==> config.mk <==
export PLATFORM = sky130hd
export DESIGN_NAME = multi_channel_serializer
export DESIGN_NICKNAME = d
export VERILOG_FILES = /design/src/rtl/multi_channel_serializer.sv
export SDC_FILE = /design/constraint.sdc
export NUM_CORES = 1
export LEC_CHECK = 0
export CORE_AREA = 2 2 39 41
export CTS_BUF_LIST = sky130_fd_sc_hd__clkbuf_8 sky130_fd_sc_hd__clkbuf_16
export CTS_CLUSTER_DIAMETER = 40
export DETAILED_ROUTE_END_ITERATION = 10
export DIE_AREA = 0 0 41 43
export RECOVER_POWER = 25
export SETUP_SLACK_MARGIN = 0.02
export SYNTH_ARGS = -nofsm -noshare
export SYNTH_HDL_FRONTEND = slang
export SYNTH_SLANG_ARGS = --single-unit
==> constraint.sdc <==
create_clock -name clk -period 2.46 [get_ports clk]
set_input_delay 0.246 -clock clk [delete_from_list [all_inputs] [get_ports clk]]
set_output_delay 0.246 -clock clk [all_outputs]
set_load 0.1 [all_outputs]
==> src/rtl/multi_channel_serializer.sv <==
// Parallel-to-serial frame sender: captures an NCH-bit word and emits one channel bit per slot,
// each slot lasting DIV clocks, with zero-gap chaining of back-to-back words.
module multi_channel_serializer #(
    parameter int unsigned NCH       = 2,
    parameter int unsigned DIV       = 2,
    parameter int unsigned LSB_FIRST = 1
) (
    input  logic           clk,
    input  logic           reset,
    input  logic           in_valid,
    output logic           in_ready,
    input  logic [NCH-1:0] in_data,
    output logic           data,
    output logic           data_valid,
    output logic           frame_start,
    output logic           busy
);
    localparam int unsigned TW = (DIV > 1) ? $clog2(DIV) : 1;
    localparam int unsigned SW = (NCH > 1) ? $clog2(NCH) : 1;
    localparam logic [TW-1:0] TICK_LAST = TW'(DIV - 1);
    localparam logic [SW-1:0] SLOT_LAST = SW'(NCH - 1);

    typedef enum logic [0:0] {StIdle, StShift} state_t;

    state_t         state_q, state_d;
    logic [TW-1:0]  tick_q, tick_d;
    logic [SW-1:0]  slot_q, slot_d;
    logic [NCH-1:0] shreg_q, shreg_d;
    logic           data_q, data_d;
    logic           valid_q, valid_d;
    logic           start_q, start_d;

    logic last_tick, last_slot, frame_end, accept;
    logic first_bit, next_bit;
    logic [NCH-1:0] shifted;

    assign last_tick = (tick_q == TICK_LAST);
    assign last_slot = (slot_q == SLOT_LAST);
    assign frame_end = (state_q == StShift) && last_tick && last_slot;
    assign in_ready  = (state_q == StIdle) || frame_end;
    assign accept    = in_valid && in_ready;

    // The head of the shift register is always the bit currently on data; the next bit sits
    // one position further along in the sending direction.
    assign first_bit = (LSB_FIRST != 0) ? in_data[0] : in_data[NCH-1];
    assign next_bit  = (LSB_FIRST != 0) ? shreg_q[1] : shreg_q[NCH-2];
    assign shifted   = (LSB_FIRST != 0) ? (shreg_q >> 1) : (shreg_q << 1);

    always_comb begin
        state_d = state_q;
        tick_d  = tick_q;
        slot_d  = slot_q;
        shreg_d = shreg_q;
        data_d  = 1'b0;
        valid_d = 1'b0;
        start_d = 1'b0;
        if (accept) begin
            state_d = StShift;
            tick_d  = '0;
            slot_d  = '0;
            shreg_d = in_data;
            data_d  = first_bit;
            valid_d = 1'b1;
            start_d = 1'b1;
        end else if (state_q == StShift) begin
            if (frame_end) begin
                state_d = StIdle;
                tick_d  = '0;
                slot_d  = '0;
                shreg_d = '0;
            end else if (last_tick) begin
                tick_d  = '0;
                slot_d  = slot_q + SW'(1);
                shreg_d = shifted;
                data_d  = next_bit;
                valid_d = 1'b1;
            end else begin
                tick_d  = tick_q + TW'(1);
                data_d  = data_q;
                valid_d = 1'b1;
            end
        end
    end

    always_ff @(posedge clk) begin
        if (reset) begin
            state_q <= StIdle;
            tick_q  <= '0;
            slot_q  <= '0;
            shreg_q <= '0;
            data_q  <= 1'b0;
            valid_q <= 1'b0;
            start_q <= 1'b0;
        end else begin
            state_q <= state_d;
            tick_q  <= tick_d;
            slot_q  <= slot_d;
            shreg_q <= shreg_d;
            data_q  <= data_d;
            valid_q <= valid_d;
            start_q <= start_d;
        end
    end

    assign data        = data_q;
    assign data_valid  = valid_q;
    assign frame_start = start_q;
    assign busy        = (state_q == StShift);

endmodule

Word level (Yosys, flattened, before mapping)
Index checks and enable logic that the tools add are counted.
Widths: inputs -> output; s select.
{"block": "word_totals", "regBits": 7, "out_inout_bits": 5}
{"block": "op_classes", "addsub": 2, "eq_ne": 1, "muxes": 16, "n_bitwise": 1, "n_reduce_logical": 10}
{"op": "$mux 1", "n": 12}
{"op": "$mux 2", "n": 4}
{"op": "$ne 4x2->1 const B", "n": 1}
{"op": "$reduce_and 2->1", "n": 2}
{"op": "$reduce_bool 2->1", "n": 2}
{"op": "$logic_and 1x1->1", "n": 3}
{"op": "$reduce_bool 3->1", "n": 1}
{"op": "$add 1x1->1 const B", "n": 2}
{"op": "$reduce_or 2->1", "n": 1}
{"op": "$logic_or 1x1->1", "n": 1}
{"op": "$not 1->1", "n": 1}

Longest topological paths before layout
{"block": "depth", "depth_word": 6, "mapped_depth": 4, "mapped_depth_nobuf": 3}

Worst setup path after synthesis
Ideal clock, no wire load.
{"block": "synth_timing", "path_kind": "reg-to-reg", "startpoint": "reg data_valid (netlist name)", "endpoint": "reg shreg_q[1]", "setup_ns": 0.117, "t_arrival_ns": 1.990, "slack_ns": 0.354, "path_stages_with_launch": 5, "path_buffers": 1, "cell_sequence": "dfxtp_1 buf_2 a21bo_2 a32oi_1 nor2_1"}
{"item": "end signal: assignment", "line_no": "98", "text": "shreg_q <= shreg_d;"}
{"item": "end: declaration", "line_no": "28", "text": "logic [NCH-1:0] shreg_q, shreg_d;"}

==> insert_results.sql <==
INSERT INTO impl_metrics (metric_group, metric, value, unit) VALUES
('synth', 'yosys.area_share.simple', '0.174', ''),
('clock_network', 'cts_root_buf', 'sky130_fd_sc_hd__clkbuf_8', ''),
('cells_and_area', 'num_antenna_cells', '0', ''),
('floorplanning', 'fp.coreArea', '1380', 'um^2'),
('timing', 'max_slew.worst_pin.slew', '0.323', 'ns'),
('hold_path', 'hold-path-cell-count', '2', ''),
('cells_and_area', 'multi_input_area', '123', 'um^2'),
('synth', 'synth_adder_area_share', '0', ''),
('placed_design', 'dpl_cell_area', '344', 'um^2'),
('setup_path', 'critical_path.reg2reg.endpoint', 'shreg_q[1]', ''),
('timing', 'timing_hold_violations_final', '0', ''),
('synth', 'ys_seq_area_frac', '0.464', ''),
('floorplanning', 'fp.dieW', '41', 'um'),
('cells_and_area', 'flow.area_growth_from_synthesis', '48.8', '%'),
('global_routing', 'grt-ovfl-total', '0', ''),
('cells_and_area', 'layout.cells.most_common_list', 'sky130_fd_sc_hd__dfxtp_1 (6), sky130_fd_sc_hd__nor2_1 (5), sky130_fd_sc_hd__buf_4 (5)', ''),
('clock_network', 'post_cts_hold_buffer_count', '0', ''),
('power', 'power.static_leakage', '0.000160', 'uW'),
('timing', 'fin_worst_skew', '0.000647', 'ns'),
('outcome', 'outcome', 'complete, no violations', ''),
('synth', 'main_combinational_cell_family_by_area_after_synthesis', 'compound AO/OA/AOI/OAI gates', ''),
('timing', 'slew_viol_final', '0', ''),
('hold_path', 'min_to', 'shreg_q[1]', ''),
('cells_and_area', 'finish.instance_area', '385', 'um^2'),
('routing', 'via_count', '240', ''),
('setup_path', 'rr_worst_depth', '3', ''),
('setup_path', 'crit_path_top_delay_cell', 'sky130_fd_sc_hd__dfxtp_1', ''),
('floorplanning', 'floorplan.die_area', '1760', 'um^2'),
('setup_path', 'critical-path-max-stage-delay', '0.50', 'ns'),
('synth', 'synthesis.area', '259', 'um^2'),
('floorplanning', 'number_of_core_rows', '14', ''),
('routing', 'postRouteWirelength', '527', 'um'),
('setup_path', 'regToRegStartpoint', 'data_valid', ''),
('floorplanning', 'die-height', '43', 'um'),
('setup_path', 'critical_path_arrival', '1.26', 'ns'),
('hold_path', 'min_path_type', 'reg2reg', ''),
('power', 'p_per_area', '874', 'nW/um^2'),
('cells_and_area', 'drive_gt1_frac', '0.237', ''),
('cells_and_area', 'layout.nets', '45', ''),
('clock_network', 'worst_skew_pair.late_latency', '0.22', 'ns'),
('routing', 'viasPerCell', '4.44', ''),
('power', 'worst_ir_drop_on_vdd', '0.335', 'mV'),
('routing', 'first_iteration_detailed_routing_drc_count', '2', ''),
('setup_path', 'critPathMaxFanout', '10', ''),
('hold_path', 'holdCritStartpoint', 'shreg_q[1]', ''),
('global_routing', 'grt_pass1_vias', '214', ''),
('routing', 'route.antenna.remaining_nets', '0', ''),
('timing', 'fin_setup_tns', '0', 'ns'),
('placed_design', 'place_hpwl', '369', 'um'),
('synth', 'share_of_the_synthesized_area_in_compound_gates_ao_oa_aoi_oai', '0.222', ''),
('timing', 'fin_crit_sh', '0.611', ''),
('synth', 'yosysWarningCount', '0', ''),
('clock_network', 'htreeDepth', '1', ''),
('setup_path', 'crit_path_end_kind', 'primary output', ''),
('routing', 'drtPass1Iterations', '3', ''),
('setup_path', 'critical_path_class', 'reg2out', ''),
('cells_and_area', 'num-fill-cells', '155', ''),
('synth', 'synthXorXnorAreaFrac', '0', ''),
('routing', 'remaining_drc_errors', '0', ''),
('clock_network', 'tritoncts_num_sinks', '6', ''),
('setup_path', 'cp_data_required_time', '2.21', 'ns'),
('synth', 'synthesis.instances', '28', ''),
('timing', 'timing.final.setup_violations', '0', ''),
('synth', 'synthesized_area_per_cell', '9.25', 'um^2'),
('clock_network', 'cts.path.max_buffers', '2', ''),
('global_routing', 'wire_length_of_the_first_global_routing_pass', '966', 'um'),
('timing', 'rsz0062_at_grt', 'false', ''),
('placed_design', 'port_buffers', '9', ''),
('timing', 'timing.final.crit_period', '1.50', 'ns'),
('synth', 'synth.lib_cells_used.distinct', '14', ''),
('clock_network', 'clkTransAtPathRegs', '0.04', 'ns');
[synthesized netlist by cell type, drive strengths merged]
master,count,area share
a2111oi,1,0.058
a21bo,1,0.039
a21oi,3,0.058
a22o,1,0.034
a32oi,1,0.034
buf,2,0.048
dfxtp,6,0.46
inv,1,0.014
mux2i,2,0.077
nand2,3,0.043
nand3b,1,0.029
nor2,5,0.072
nor3b,1,0.029
[worst max-delay path: cells and delay by family (launching register included)]
| kind | cells | cell delay, ns |
|---|---|---|
| compound gates | 1 | 0.29 |
| buf+inv | 1 | 0.24 |
| flops | 1 | 0.50 |
[layer usage]
metal	vias up	share of wire	wire length, um	GRT usage
li1	117	-	-	-
met1	109	0.44	230	0.110
met2	9	0.42	220	0.0969
met3	5	0.080	42	0.0471
met4	0	0.063	33	0.120
met5	-	0	0	0
[per-stage QoR]
step / instances / hold slack (ns) / total power [uW]
after floorplan: 28 / 0.315 / 172
after detailed placement: 51 / 0.474 / 190
after global routing: 54 / 0.531 / 354
after CTS: 54 / 0.487 / 343
final: 54 / 0.481 / 337
after global placement: 51 / 0.475 / 190
[state kept, by name (all words and copies together) (netlist names)]
signal,count
shreg_q,1
last_tick,1
last_slot,1
data,1
data_valid,1
frame_start,1
[report_power, final]
| group | switching [uW] | internal, uW | total (uW) |
|---|---|---|---|
| combinational | 55.0 | 21.8 | 76.8 |
| sequential | 7.06 | 104 | 111 |
| clock | 43.9 | 105 | 149 |
[cell type report]
| cell class | count | area share |
|---|---|---|
| timing repair buffer | 9 | 0.201 |
| inverter | 1 | 0.00974 |
| clock buffer | 3 | 0.107 |
| tap | 16 | 0.0519 |
| sequential | 6 | 0.312 |
| multi-input combinational | 19 | 0.318 |
[kinds of logic after synthesis]
logic type      count (synthesis)
buf+inv                         3
simple gates                   10
flops                           6
mux                             2
compound gates                  7
[worst max path at each step]
stage	depth (start not counted)	slack, ns	startpoint	to
after global routing	2	0.88	data_valid	in_ready
final	2	0.96	data_valid	in_ready
after floorplan	4	0.35	data_valid	shreg_q[1]
after CTS	2	0.96	data_valid	in_ready
after global placement	4	0.86	in_valid	data
after detailed placement	4	0.87	in_valid	data
Note: power is estimated with default switching activity, not from simulation.
